--- config.mk ---
export PLATFORM = sky130hd
export DESIGN_NAME = dram_req_scheduler
export DESIGN_NICKNAME = d
export VERILOG_FILES = /design/src/rtl/dram_req_scheduler_pkg.sv /design/src/rtl/dram_req_scheduler_rr_arbiter2.sv /design/src/rtl/dram_req_scheduler.sv
export SDC_FILE = /design/constraint.sdc
export NUM_CORES = 1
export LEC_CHECK = 0
export ABC_AREA = 1
export BUFFER_PORTS_ARGS = -buffer_cell sky130_fd_sc_hd__buf_4
export CORE_ASPECT_RATIO = 1.25
export CORE_MARGIN = 10
export CORE_UTILIZATION = 43
export DETAILED_ROUTE_END_ITERATION = 10
export PLACE_DENSITY_LB_ADDON = 0.12
export SLEW_MARGIN = 0
export SYNTH_ARGS = -nofsm -noshare
export SYNTH_HDL_FRONTEND = slang
export SYNTH_SLANG_ARGS = --single-unit
--- constraint.sdc ---
create_clock -name ACLK -period 1.7 [get_ports ACLK]
set_input_delay 0.085 -clock ACLK [delete_from_list [all_inputs] [get_ports ACLK]]
set_output_delay 0.085 -clock ACLK [all_outputs]
set_load 0.03 [all_outputs]
--- src/rtl/dram_req_scheduler_pkg.sv ---
// Shared types and address-map constants for the two-port DRAM request scheduler.
package dram_sched_pkg;

  typedef enum logic [3:0] {
    IDLE,
    PRE,
    PRE_WAIT,
    ACT,
    ACT_WAIT,
    RD_CMD,
    RD_WAIT,
    WR_CMD,
    WR_WAIT,
    RESP
  } state_t;

  localparam int ROW_MSB = 22;
  localparam int ROW_LSB = 12;
  localparam int COL_MSB = 11;
  localparam int COL_LSB = 2;
  localparam logic [3:0] WEN_NONE = 4'hF;

  // A wait state lasting (t-1) cycles counts down from t-2 to zero.
  function automatic logic [2:0] wait_load(input int t);
    return 3'(t - 2);
  endfunction

endpackage

--- src/rtl/dram_req_scheduler_rr_arbiter2.sv ---
// Two-requester round-robin arbiter: ptr names the preferred port, output is one-hot.
module rr_arbiter2 (
  input  logic [1:0] req,
  input  logic       ptr,
  output logic [1:0] gnt
);

  always_comb begin
    gnt = '0;
    if (req[ptr]) begin
      gnt[ptr] = 1'b1;
    end else if (req[~ptr]) begin
      gnt[~ptr] = 1'b1;
    end
  end

endmodule

--- src/rtl/dram_req_scheduler.sv ---
// Shares one DRAM pin interface between two single-beat requesters with
// round-robin arbitration, open-row tracking and PRE/ACT/RD/WR sequencing.
module dram_req_scheduler
  import dram_sched_pkg::*;
#(
  parameter int T_RP  = 5,
  parameter int T_RCD = 4,
  parameter int T_WR  = 2
) (
  input  logic            ACLK,
  input  logic            ARESETn,
  input  logic [1:0]      req_valid,
  output logic [1:0]      req_ready,
  input  logic [1:0]      req_we,
  input  logic [1:0][31:0] req_addr,
  input  logic [1:0][31:0] req_wdata,
  input  logic [1:0][3:0] req_web,
  output logic [1:0]      rsp_valid,
  output logic [31:0]     rsp_rdata,
  input  logic [31:0]     Q,
  input  logic            VALID,
  output logic            CSn,
  output logic            RASn,
  output logic            CASn,
  output logic [3:0]      WEn,
  output logic [10:0]     A,
  output logic [31:0]     D
);

  localparam logic [2:0] RP_LOAD  = wait_load(T_RP);
  localparam logic [2:0] RCD_LOAD = wait_load(T_RCD);
  localparam logic [2:0] WR_LOAD  = wait_load(T_WR);

  state_t      state_reg, state_next;
  logic [2:0]  cnt_reg, cnt_next;
  logic        row_open_reg, row_open_next;
  logic [10:0] open_row_reg, open_row_next;
  logic        rr_ptr_reg, rr_ptr_next;
  logic        gnt_reg;
  logic [10:0] row_reg;
  logic [9:0]  col_reg;
  logic        we_reg;
  logic [31:0] wdata_reg;
  logic [3:0]  web_reg;
  logic [31:0] rdata_reg, rdata_next;

  logic [1:0]  gnt;
  logic        sel;
  logic        accept;
  logic [10:0] sel_row;
  state_t      cmd_state;
  logic        unused_addr;

  rr_arbiter2 u_arb (
    .req (req_valid),
    .ptr (rr_ptr_reg),
    .gnt (gnt)
  );

  assign sel       = gnt[1];
  assign accept    = (state_reg == IDLE) && (|req_valid);
  assign sel_row   = req_addr[sel][ROW_MSB:ROW_LSB];
  assign cmd_state = we_reg ? WR_CMD : RD_CMD;
  assign CSn       = 1'b0;
  assign rsp_rdata = rdata_reg;
  assign unused_addr = ^{req_addr[0][31:ROW_MSB+1], req_addr[0][COL_LSB-1:0],
                         req_addr[1][31:ROW_MSB+1], req_addr[1][COL_LSB-1:0]};

  for (genvar gi = 0; gi < 2; gi++) begin : g_rsp
    assign rsp_valid[gi] = (state_reg == RESP) && (gnt_reg == 1'(gi));
  end

  always_comb begin
    state_next    = state_reg;
    cnt_next      = cnt_reg;
    row_open_next = row_open_reg;
    open_row_next = open_row_reg;
    rr_ptr_next   = rr_ptr_reg;
    rdata_next    = rdata_reg;
    req_ready     = '0;
    RASn          = 1'b1;
    CASn          = 1'b1;
    WEn           = WEN_NONE;
    A             = '0;
    D             = '0;
    case (state_reg)
      IDLE: begin
        if (accept) begin
          req_ready = gnt;
          if (row_open_reg && (sel_row == open_row_reg)) begin
            state_next = req_we[sel] ? WR_CMD : RD_CMD;
          end else if (row_open_reg) begin
            state_next = PRE;
          end else begin
            state_next = ACT;
          end
        end
      end
      PRE: begin
        RASn          = 1'b0;
        WEn           = 4'h0;
        A             = open_row_reg;
        row_open_next = 1'b0;
        if (T_RP > 1) begin
          state_next = PRE_WAIT;
          cnt_next   = RP_LOAD;
        end else begin
          state_next = ACT;
        end
      end
      PRE_WAIT: begin
        if (cnt_reg == 3'd0) state_next = ACT;
        else                 cnt_next   = cnt_reg - 3'd1;
      end
      ACT: begin
        RASn          = 1'b0;
        A             = row_reg;
        row_open_next = 1'b1;
        open_row_next = row_reg;
        if (T_RCD > 1) begin
          state_next = ACT_WAIT;
          cnt_next   = RCD_LOAD;
        end else begin
          state_next = cmd_state;
        end
      end
      ACT_WAIT: begin
        if (cnt_reg == 3'd0) state_next = cmd_state;
        else                 cnt_next   = cnt_reg - 3'd1;
      end
      RD_CMD: begin
        CASn       = 1'b0;
        A          = {1'b0, col_reg};
        state_next = RD_WAIT;
      end
      RD_WAIT: begin
        // No timeout: the device is trusted to eventually return data.
        if (VALID) begin
          rdata_next = Q;
          state_next = RESP;
        end
      end
      WR_CMD: begin
        CASn = 1'b0;
        WEn  = web_reg;
        D    = wdata_reg;
        A    = {1'b0, col_reg};
        if (T_WR > 1) begin
          state_next = WR_WAIT;
          cnt_next   = WR_LOAD;
        end else begin
          state_next = RESP;
        end
      end
      WR_WAIT: begin
        if (cnt_reg == 3'd0) state_next = RESP;
        else                 cnt_next   = cnt_reg - 3'd1;
      end
      RESP: begin
        rr_ptr_next = ~gnt_reg;
        state_next  = IDLE;
      end
      default: state_next = IDLE;
    endcase
  end

  always_ff @(posedge ACLK or negedge ARESETn) begin
    if (!ARESETn) begin
      state_reg    <= IDLE;
      cnt_reg      <= '0;
      row_open_reg <= 1'b0;
      open_row_reg <= '0;
      rr_ptr_reg   <= 1'b0;
      gnt_reg      <= 1'b0;
      row_reg      <= '0;
      col_reg      <= '0;
      we_reg       <= 1'b0;
      wdata_reg    <= '0;
      web_reg      <= '0;
      rdata_reg    <= '0;
    end else begin
      state_reg    <= state_next;
      cnt_reg      <= cnt_next;
      row_open_reg <= row_open_next;
      open_row_reg <= open_row_next;
      rr_ptr_reg   <= rr_ptr_next;
      rdata_reg    <= rdata_next;
      if (accept) begin
        gnt_reg   <= sel;
        row_reg   <= sel_row;
        col_reg   <= req_addr[sel][COL_MSB:COL_LSB];
        we_reg    <= req_we[sel];
        wdata_reg <= req_wdata[sel];
        web_reg   <= req_web[sel];
      end
    end
  end

endmodule
==> results of run 1 <==
## final cells by class
cell class              count  share of cell area
repair buffers            365               0.356
flip-flops and latches    111               0.281
multi-input cells         429               0.270
inverters                 101              0.0399
clock buffers               9              0.0228
well taps                 168              0.0213
clock inverters             7             0.00899
## worst min-delay path, stage by stage
cell and delay [ns]:
buf_4 0.08, nor2_1 0.04, o22ai_1 0.10
## layout by cell type (no fill, tap or decap), types with 2 or more instances in the layout
master           n
o21ai_0         52
ha_1             2
dfrtp_1        110
nor2_4          15
nor2_1          52
o22ai_1         46
clkbuf_16       20
inv_4            2
o221ai_1         3
buf_4          224
nand3b_1         5
inv_1           90
nand2_8          2
inv_6            4
inv_2            6
mux2_4           8
nand2_4          3
buf_8            5
buf_6           56
clkinvlp_4       2
o21ai_1         15
nor2_2          32
nand3_1         42
nand3_4          2
nand4_1          2
o221ai_2         6
nand2_2          7
o21ai_2          7
buf_12          14
dlygate4sd3_1   54
nand2_1         91
mux2_2          24
## logic make-up (layout without fill, tap and decap cells)
| family | after synthesis | count (layout) | synth area share |
|---|---|---|---|
| buf+inv | 141 | 482 | 0.103 |
| simple gates | 258 | 258 | 0.196 |
| other cells | 1 | 1 | 0.000664 |
| compound gates | 135 | 135 | 0.139 |
| flops | 111 | 111 | 0.492 |
| xor+xnor | 1 | 1 | 0.00155 |
| mux | 32 | 32 | 0.0638 |
| fa+ha+maj | 2 | 2 | 0.00443 |
## layer usage
| metal | up-vias | wire length (microns) | track usage | share of wire |
|---|---|---|---|---|
| li1 | 2899 | - | - | - |
| met2 | 275 | 12300 | 0.389 | 0.53 |
| met5 | - | 0 | 0 | 0 |
| met1 | 3008 | 8640 | 0.244 | 0.37 |
| met3 | 50 | 1740 | 0.0697 | 0.074 |
| met4 | 0 | 763 | 0.0956 | 0.033 |
## timing repair
action	4_1_cts	5_1_grt
gates resized for setup	113	71
pin swaps	6	10
hold buffers	53	1
cloned	1	16
setup buffers	16	12
hold endpoints to repair	85	1
setup endpoints to repair	56	137
## power breakdown
part           leakage (nW)  switching (mW)  internal (mW)
Clock                 0.150            1.07           1.18
Sequential             1.37           0.622           3.94
Combinational          3.40            5.68           4.49
Total                  4.92            7.37           9.61
## how the worst max path moves through the flow
stage                           endpoint  slack (ns)  cells after the start
2_1_floorplan                     WEn[0]       -0.08                      6
3_3_place_gp   rsp_rdata[28]$_DFFE_PN0P_        0.01                      6
3_5_place_dp   rsp_rdata[31]$_DFFE_PN0P_      -0.009                      6
4_1_cts                             A[4]       -0.14                      7
5_1_grt                             A[6]       -0.27                      7
6_report                            A[0]       -0.19                      8
==> metrics.md, run 1 <==
| Metric | Value |
|---|---|
| Clock latency on the worst-skew pair | 0.36 ns |
| Post-place instance area | 7840 sq um |
| WHS Path Cells | 3 |
| Hold Path End | web_reg[1]$_DFFE_PN0P_ |
| Failing checks | setup timing |
| Drt drc | 0 |
| Hold WS | 0.00272 ns |
| Synth Cell Area | 5650 sq um |
| Synth Flop Type | dfrtp_1 |
| Worst EP required | 1.62 ns |
| Max Cap Viol | 0 |
| Syn Inst Count | 681 |
| Total routed wirelength | 23.5 mm |
| Ys Warns | 0 |
| Io pins | 261 |
| Routability cong. | 0.903 |
| CP startpoint | state_reg[2]$_DFFE_PN0P_ |
| Final min period | 1.89 ns |
| CP delay by family, top | buffers and inverters |
| Worst r2r src | state_reg[3]$_DFFE_PN0P_ |
| Final Slew Violations | 0 |
| Ranking of synthesized cells by area | dfrtp_1 49%, nand2_1 6.6%, nor2_1 6.6% |
| Worst-path maximum fanout | 6 |
| Status | complete, but fails checks |
| CP endpoint kind | output pin |
| GRT overflow | 0 |
| DIE WIDTH | 122 microns |
| Reg area | 2780 sq um |
| CP cell instances | buf_4 -> nor2_4 -> inv_2 -> nor2_4 -> buf_12 -> nand2_1 -> o221ai_1 -> buf_4 |
| Endpoints failing setup | 117 |
| I/O Buffers | 237 |
| TritonRoute pass-1 iters | 5 |
| Worst Setup Path Type | reg2out |
| FP Rows | 46 |
| CTS tree | built |
| Inserted Clock Buffers | 9 |
| Most frequent cell after synthesis | dfrtp_1 |
| # H-tree levels | 3 |
| Multi-input logic area | 2670 sq um |
| Core Area | 12,800 sq um |
| HPWL after DPL | 14.8 mm |
| Total GRT Usage | 0.224 |
| Fin cells | 1,190 |
| Register bit total from synthesis | 111 |
| WL per Instance | 19.7 microns |
| Post-route core utilization | 0.774 |
| Initial antenna violation count | 0 |
| Setup slack after layout | -0.191 ns |
| Worst slew pin tran | 0.552 ns |
| Total die area | 18,100 sq um |
| Fill count | 815 |
| Period Utilization, post-route | 1.11 |
| Placement Setup Slack | -0.00877 ns |
| Clock Skews | 0.00863 ns |
| IR Drop Worst-Case VDD | 0.862 mV |
| Routed vias | 6,232 |
| Initial DRC count | 343 |
| RSZ-0062 raised after global routing | true |
| Worst stage delay on the critical path | 0.42 ns |
| Number of global-route vias before repair | 6,496 |
| First-pass GRT wire length | 32.4 mm |
| Vias per cell | 5.24 |
| Cell taking the most area after synthesis | dfrtp_1 |
| Synth top area share | 0.492 |
| Worst hold start | req_web[1] |
| Asr flop ratio synth | 1.00 |
| Hold Fails Final Rpt | 0 |
| Maximum clock path buffer count | 2 |
| CTS clk-pin slew, worst paths | 0.07 ns |
| Relative slew slack | 0.632 |
| FMAX | 529 MHz |
| Crit start category | register |
| Leak | 4.92 nW |
| R2r setup slk | -0.15 ns |
| Number of clock sinks | 111 |
| Share of cells above drive strength 1 | 0.441 |
| RR Endpoint | state_reg[2]$_DFFE_PN0P_ |
| Final Cell Area | 9890 sq um |
| Reg2Reg Depth | 12 |
| Final net count | 1,194 |
| Setup TNS | -9.36 ns |
| Placed insts | 1,077 |
| Avg Cell Area, Syn | 8.29 sq um |
| Crit path buf inv count | 4 |
| PwrDens | 1720 nW/um^2 |
| Pin count of the biggest net entering global routing | 72 |
| Antenna Nets Post-Route | 0 |
| Hold crit path type | in2reg |
| CP max stage cell | dfrtp_1 |
| Synthesized Nets | 858 |
| P&R area growth vs syn | 75.1% |
| Tot Pwr | 17.0 mW |
| Post-synth cell types | 32 |
| Crit path DAT | 1.81 ns |
| Initial Util | 0.442 |
| # diodes | 0 |
| Post-synth top cells | 111 x dfrtp_1, 99 x nand2_1, 99 x nor2_1 |
| Seq/Total Area, Yosys | 0.492 |
| Post-synth EDFFs | 0 |
| Clock Tree Root | clkbuf_16 |
| Die H | 148 microns |
No activity file was read; power rests on OpenSTA's default activity.
==> run 2: changes to the inputs <==
--- a/config.mk
+++ b/config.mk
@@ -6,11 +6,11 @@
 export NUM_CORES = 1
 export LEC_CHECK = 0
 export ABC_AREA = 1
-export BUFFER_PORTS_ARGS = -buffer_cell sky130_fd_sc_hd__buf_4
 export CORE_ASPECT_RATIO = 1.25
 export CORE_MARGIN = 10
-export CORE_UTILIZATION = 43
+export CORE_UTILIZATION = 51
 export DETAILED_ROUTE_END_ITERATION = 10
+export DONT_BUFFER_PORTS = 1
 export PLACE_DENSITY_LB_ADDON = 0.12
 export SLEW_MARGIN = 0
 export SYNTH_ARGS = -nofsm -noshare
==> run 2 against run 1 <==
Against the previous run: first-iteration DRC count increased by 67%; highest routed layer unchanged; the flow finishes with violations (hold timing, setup timing); largest cell class unchanged; via count increased by 3.5%; sequential power increased by 21%.
==> metrics.md, run 2 (synthesis gave the netlist of run 1 again) <==
| Metric | Value |
|---|---|
| Status | complete, but fails checks |
| Failing checks | hold timing, setup timing |
| I/O Buffers | 0 (-100%) |
| Endpoints failing setup | 129 (+10%) |
| CP max stage cell | dfrtp_2 |
| Die H | 138 microns (-7.1%) |
| CTS clk-pin slew, worst paths | 0.08 ns (about the same) |
| Met3 Track Usage GR | 0.101 (+0.0308) |
| Post-CTS Hold Fix Bufs | 133 (+150%) |
| CP endpoint kind | register |
| Maximum clock path buffer count | 2 (unchanged) |
| Sw Share | 0.466 (+0.0318) |
| Worst EP required | 1.96 ns (+0.34 ns) |
| Routing usage on met1 | 0.285 (+0.0407) |
| RSZ-0062 raised after global routing | true |
| FMAX | 508 MHz (-4.0%) |
| Core Area | 10,700 sq um (-16%) |
| Placement Setup Slack | -0.0567 ns (-0.0479 ns) |
| Io pins | 261 (unchanged) |
| Comb power frac | 0.533 (-0.066) |
| Tot Pwr | 16.5 mW (-2.9%) |
| Number of global-route vias before repair | 6,086 (-6.3%) |
| Final min period | 1.97 ns (+0.0786 ns) |
| Leak | 4.33 nW (-12%) |
| Routability cong. | 0.868 (-3.9%) |
| Clock Skews | 0.00819 ns (-0.000436 ns) |
| Worst-path maximum fanout | 10 (+4) |
| Worst Setup Path Type | reg2reg |
| Global routing's busiest layer | met2 |
| Antenna Nets Post-Route | 0 (unchanged) |
| Hold crit path type | in2async |
| Crit path DAT | 2.23 ns (+0.42 ns) |
| Total die area | 15,700 sq um (-13%) |
| HPWL after DPL | 12.8 mm (-14%) |
| IR Drop Worst-Case VDD | 0.821 mV (-4.8%) |
| Setup slack after layout | -0.269 ns (-0.0786 ns) |
| FP Rows | 42 (-8.7%) |
| Share of cells above drive strength 1 | 0.292 (-0.149) |
| Worst stage delay on the critical path | 0.45 ns (+0.03 ns) |
| Post-place instance area | 6360 sq um (-19%) |
| Total GRT Usage | 0.257 (+0.0332) |
| GRT overflow | 0 (unchanged) |
| WL per Instance | 25.5 microns (+30%) |
| Hold Fails Final Rpt | 113 (+113) |
| Commonest non-fill, non-tap cell in the layout | dlygate4sd3_1 |
| Internal power | 8.81 mW (-8.3%) |
| P&R area growth vs syn | 64.2% |
| Initial antenna violation count | 7 (+7) |
| First-pass GRT wire length | 32.2 mm (-0.79%) |
| PwrDens | 1780 nW/um^2 (+3.5%) |
| CP cell instances | buf_4 -> buf_6 -> nor2_2 -> nand2_2 -> a21oi_4 -> buf_12 -> buf_12 -> clkbuf_16 -> o21ai_0 -> o22ai_1 |
| Period Utilization, post-route | 1.16 (+0.0463) |
| Initial DRC count | 572 (+67%) |
| Most frequent CP cell | buf_12 |
| Crit start category | register |
| Pin count of the biggest net entering global routing | 112 (+56%) |
| Final net count | 1,082 (-9.4%) |
| Inserted Clock Buffers | 9 (unchanged) |
| Final Cell Area | 9270 sq um (-6.2%) |
| Initial Util | 0.527 (+0.0848) |
| TritonRoute pass-1 iters | 7 (+2) |
| Commonest non-fill, non-tap cells in the layout | 133 x dlygate4sd3_1, 108 x dfrtp_1, 88 x inv_1 |
| Routed vias | 6,452 (+3.5%) |
| Vias per cell | 6.14 (+17%) |
| Drt drc | 0 (unchanged) |
| Clock Tree Root | clkbuf_16 |
| Register share of total power | 0.336 (+0.067) |
| CTS tree | built |
| Final Slew Violations | 0 (unchanged) |
| Number of clock sinks | 111 (unchanged) |
| Clock Power Share | 0.131 (about the same) |
| Total routed wirelength | 26.9 mm (+14%) |
| Hold WS | -0.583 ns (-0.586 ns) |
| Setup TNS | -17.62 ns (-8.26 ns) |
| Max Cap Viol | 0 (unchanged) |
| Met2 Use GR | 0.431 (+0.0418) |
| # H-tree levels | 3 (unchanged) |
| DIE WIDTH | 114 microns (-6.8%) |
| Net Switching | 7.68 mW (+4.2%) |
| Clock latency on the worst-skew pair | 0.36 ns (about the same) |
## run 2: cell count changes in the layout (fill, tap and decap cells not counted), sizes merged
cell,before,now
inv,102,101
buf,299,105
bufbuf,1,0
diode,0,9
bufinv,1,0
clkbuf,20,24
dlygate4sd3,54,133
clkinv,3,5
## run 2: final timing paths
path | from | to | slack [ns] | cells past startpoint
worst max-delay path | state_reg[0]$_DFFE_PN0P_ | wdata_reg[4]$_DFFE_PN0P_ | -0.27 | 10
worst min-delay path | ARESETn | open_row_reg[5]$_DFFE_PN0P_ | -0.58 | 0
worst max register to register | state_reg[0]$_DFFE_PN0P_ | wdata_reg[4]$_DFFE_PN0P_ | -0.27 | 10
worst min register to register | row_reg[0]$_DFFE_PN0P_ | row_reg[0]$_DFFE_PN0P_ | 0.48 | 2
max in group asynchronous | ARESETn | state_reg[0]$_DFFE_PN0P_ | 2.09 | 0
min in group ACLK | req_addr[36] | col_reg[2]$_DFFE_PN0P_ | -0.03 | 2
## run 2: power by group through the flow
stage	clock network, mW	logic [mW]	registers, mW
finish	2.16	8.79	5.53
global route	2.22	9.30	5.61
CTS	2.12	6.24	5.37
detailed placement	0	5.66	5.41
global placement	0	5.47	5.37
floorplan	0	4.11	5.17
## run 2: cell type report
cell class,instances,area (sq um)
antenna,9,22.5
clock buffer,10,239
clock inverter,6,50.0
fill,521,1450
inverter,101,404
multi-input combinational,429,2710
sequential,111,2780
tap,132,165
timing repair buffer,252,2890
timing repair inverter,1,11.3
## run 2: critical path, delay by kind of cell, from the launching register on
| family | cells | cell delay, ns |
|---|---|---|
| flops | 1 | 0.45 |
| compound gates | 3 | 0.50 |
| buf+inv | 5 | 0.73 |
| simple gates | 2 | 0.19 |
## run 2: per-layer routing
layer | wire (microns) | up-vias
li1 | - | 2696
met1 | 8770 | 3094
met2 | 13500 | 537
met3 | 3160 | 125
met4 | 1460 | 0
met5 | 0 | -
## run 2: per-stage QoR
stage                     cells  hold WS (ns)  utilization
after floorplan             681        -0.211            -
after global placement      849        -0.207        0.593
after detailed placement    849        -0.207        0.593
after CTS                  1001        -0.588        0.758
after global routing       1049        -0.590        0.864
final                      1051        -0.583        0.865
## run 2: repair_timing
action                     in CTS  in global routing
gates cloned                    1                 22
buffers inserted                2                 19
gates resized for setup        29                156
setup endpoints to repair      57                147
hold endpoints to repair      197                111
pin swaps                       1                 39
==> run 3: changes to the inputs <==
--- a/config.mk
+++ b/config.mk
@@ -12,6 +12,7 @@
 export DETAILED_ROUTE_END_ITERATION = 10
 export DONT_BUFFER_PORTS = 1
 export PLACE_DENSITY_LB_ADDON = 0.12
+export SKIP_CTS_REPAIR_TIMING = 1
 export SLEW_MARGIN = 0
 export SYNTH_ARGS = -nofsm -noshare
 export SYNTH_HDL_FRONTEND = slang
==> run 3 against run 2 <==
Against the previous run: the run still ends with hold timing, setup timing left; non-clock buffer count down 43; final cell count down 4.9%; die area unchanged; utilization down 7.5 points; register-to-register slack better by 0.14 ns; largest cell class is now registers; largest power group unchanged.
==> metrics.md, run 3 (synthesis gave the netlist of run 1 again) <==
| Metric | Value |
|---|---|
| CTS clk-pin slew, worst paths | 0.07 ns (about the same) |
| Setup TNS | -10.57 ns (+7.05 ns) |
| First-pass GRT wire length | 26.3 mm (-18%) |
| Net Switching | 6.90 mW (-10%) |
| Internal power | 8.23 mW (-6.5%) |
| Hold Fails Final Rpt | 129 (+14%) |
| Worst stage delay on the critical path | 0.44 ns (about the same) |
| Final net count | 1,038 (-4.1%) |
| Pin count of the biggest net entering global routing | 112 (unchanged) |
| Total die area | 15,700 sq um (unchanged) |
| Worst Setup Path Type | reg2out |
| FP Rows | 42 (unchanged) |
| Fin cells | 999 (-4.9%) |
| Initial antenna violation count | 1 (-6) |
| Status | complete, but fails checks |
| Endpoints failing setup | 89 (-31%) |
| # H-tree levels | 3 (unchanged) |
| CTS tree | built |
| Final Slew Violations | 0 (unchanged) |
| PwrDens | 1790 nW/um^2 (+0.53%) |
| IR Drop Worst-Case VDD | 0.999 mV (+22%) |
| Leak | 4.03 nW (-7.0%) |
| HPWL after DPL | 12.8 mm (unchanged) |
| Number of clock sinks | 111 (unchanged) |
| Vias per cell | 5.77 (-6.0%) |
| Initial Util | 0.527 (unchanged) |
| CP endpoint kind | output pin |
| Routed vias | 5,767 (-11%) |
| Hold WS | -0.581 ns (+0.00227 ns) |
| Clock Power Share | 0.139 (+0.008) |
| CP delay by family, top | buffers and inverters |
| Maximum clock path buffer count | 2 (unchanged) |
| Crit path buf inv count | 6 (+1) |
| Initial DRC count | 380 (-34%) |
| Worst EP required | 1.62 ns (-0.34 ns) |
| Inserted Clock Buffers | 9 (unchanged) |
| Period Utilization, post-route | 1.22 (+0.0653) |
| Clock latency on the worst-skew pair | 0.36 ns (about the same) |
| Max Cap Viol | 0 (unchanged) |
| Clock Tree Root | clkbuf_16 |
| Commonest non-fill, non-tap cells in the layout | 110 x dfrtp_1, 107 x dlygate4sd3_1, 89 x inv_1 |
| Placement Setup Slack | -0.0567 ns (unchanged) |
| Final min period | 2.08 ns (+0.111 ns) |
| Total GRT Usage | 0.208 (-0.0493) |
| Share of cells above drive strength 1 | 0.266 (-0.0267) |
| Post-place instance area | 6360 sq um (unchanged) |
| CP max stage cell | dfrtp_1 |
| Comb power frac | 0.504 (-0.029) |
| I/O Buffers | 0 (unchanged) |
| Core Area | 10,700 sq um (unchanged) |
| R2r setup slk | -0.13 ns (+0.14 ns) |
| Crit start category | register |
| Setup slack after layout | -0.380 ns (-0.111 ns) |
| Drt drc | 0 (unchanged) |
| RSZ-0062 raised after global routing | true |
| Crit path DAT | 2.00 ns (-0.23 ns) |
| Placed insts | 849 (unchanged) |
| P&R area growth vs syn | 50.0% |
| Antenna Nets Post-Route | 0 (unchanged) |
| Tot Pwr | 15.1 mW (-8.2%) |
| Clock Skews | 0.00894 ns (+0.000746 ns) |
| Total routed wirelength | 22.0 mm (-18%) |
| WL per Instance | 22.0 microns (-14%) |
| Io pins | 261 (unchanged) |
| Fill count | 654 (+26%) |
| Sw Share | 0.456 (-0.00980) |
| Worst-path maximum fanout | 6 (-4) |
| DIE WIDTH | 114 microns (unchanged) |
| Number of global-route vias before repair | 5,139 (-16%) |
| CP cell instances | inv_2 -> nor2_4 -> inv_2 -> nor2_4 -> clkinvlp_4 -> buf_12 -> o221ai_4 -> buf_6 -> buf_12 |
| Failing checks | hold timing, setup timing |
| Commonest non-fill, non-tap cell in the layout | dfrtp_1 |
| GRT overflow | 0 (unchanged) |
| Routability cong. | 0.868 (unchanged) |
| FMAX | 481 MHz (-5.3%) |
| Register share of total power | 0.358 (+0.022) |
| TritonRoute pass-1 iters | 5 (-2) |
| Final Cell Area | 8470 sq um (-8.7%) |
| Post-route core utilization | 0.790 (-0.0750) |
| Hold crit path type | in2async |
| Die H | 138 microns (unchanged) |
run 3: cell count changes in the layout (fill, tap and decap cells not counted), moves of 11 or more:
| cell | change |
|---|---|
| dlygate4sd3_1 | -26 |
| buf_6 | -25 |
| buf_4 | +23 |
| o21ai_0 | +14 |
| nor2_1 | +12 |
| o21ai_1 | -11 |
run 3: power by group through the flow:
| stage | combinational (mW) | sequential (mW) | clock [mW] |
|---|---|---|---|
| 2_1_floorplan | 4.11 | 5.17 | 0 |
| 3_3_place_gp | 5.47 | 5.37 | 0 |
| 3_5_place_dp | 5.66 | 5.41 | 0 |
| 4_1_cts | 5.68 | 5.37 | 2.12 |
| 5_1_grt | 8.23 | 5.54 | 2.21 |
| 6_report | 7.62 | 5.41 | 2.10 |
run 3: final cells by class:
type / instances / area [sq um] / area share
Sequential cell: 111 / 2780 / 0.328
Multi-Input combinational cell: 429 / 2630 / 0.310
Timing Repair Buffer: 209 / 2200 / 0.260
Inverter: 101 / 405 / 0.0479
Clock buffer: 10 / 239 / 0.0282
Tap cell: 132 / 165 / 0.0195
Clock inverter: 6 / 50.0 / 0.00591
Antenna cell: 1 / 2.50 / 0.000296
run 3: final timing paths:
| path | startpoint | endpoint | depth (start not counted) |
|---|---|---|---|
| worst max-delay path | state_reg[0]$_DFFE_PN0P_ | A[0] | 9 |
| worst min-delay path | ARESETn | open_row_reg[5]$_DFFE_PN0P_ | 0 |
| worst max register to register | state_reg[0]$_DFFE_PN0P_ | wdata_reg[31]$_DFFE_PN0P_ | 8 |
| worst min register to register | row_reg[0]$_DFFE_PN0P_ | row_reg[0]$_DFFE_PN0P_ | 2 |
| max in group asynchronous | ARESETn | state_reg[1]$_DFFE_PN0P_ | 0 |
| min in group ACLK | req_wdata[48] | wdata_reg[16]$_DFFE_PN0P_ | 2 |
run 3: worst register-to-register path: stages (launching register included):
cell     delay (ns)
dfrtp_1        0.44
buf_4          0.19
nor2_4         0.09
nand2_2        0.09
a21oi_4        0.27
buf_8          0.20
buf_6          0.16
o21ai_0        0.13
o22ai_1        0.17
run 3: routing by layer:
| layer | global-route usage | wire length (microns) |
|---|---|---|
| met5 | 0 | 0 |
| met4 | 0.0711 | 703 |
| met1 | 0.239 | 7420 |
| met3 | 0.0896 | 2470 |
| met2 | 0.339 | 11400 |
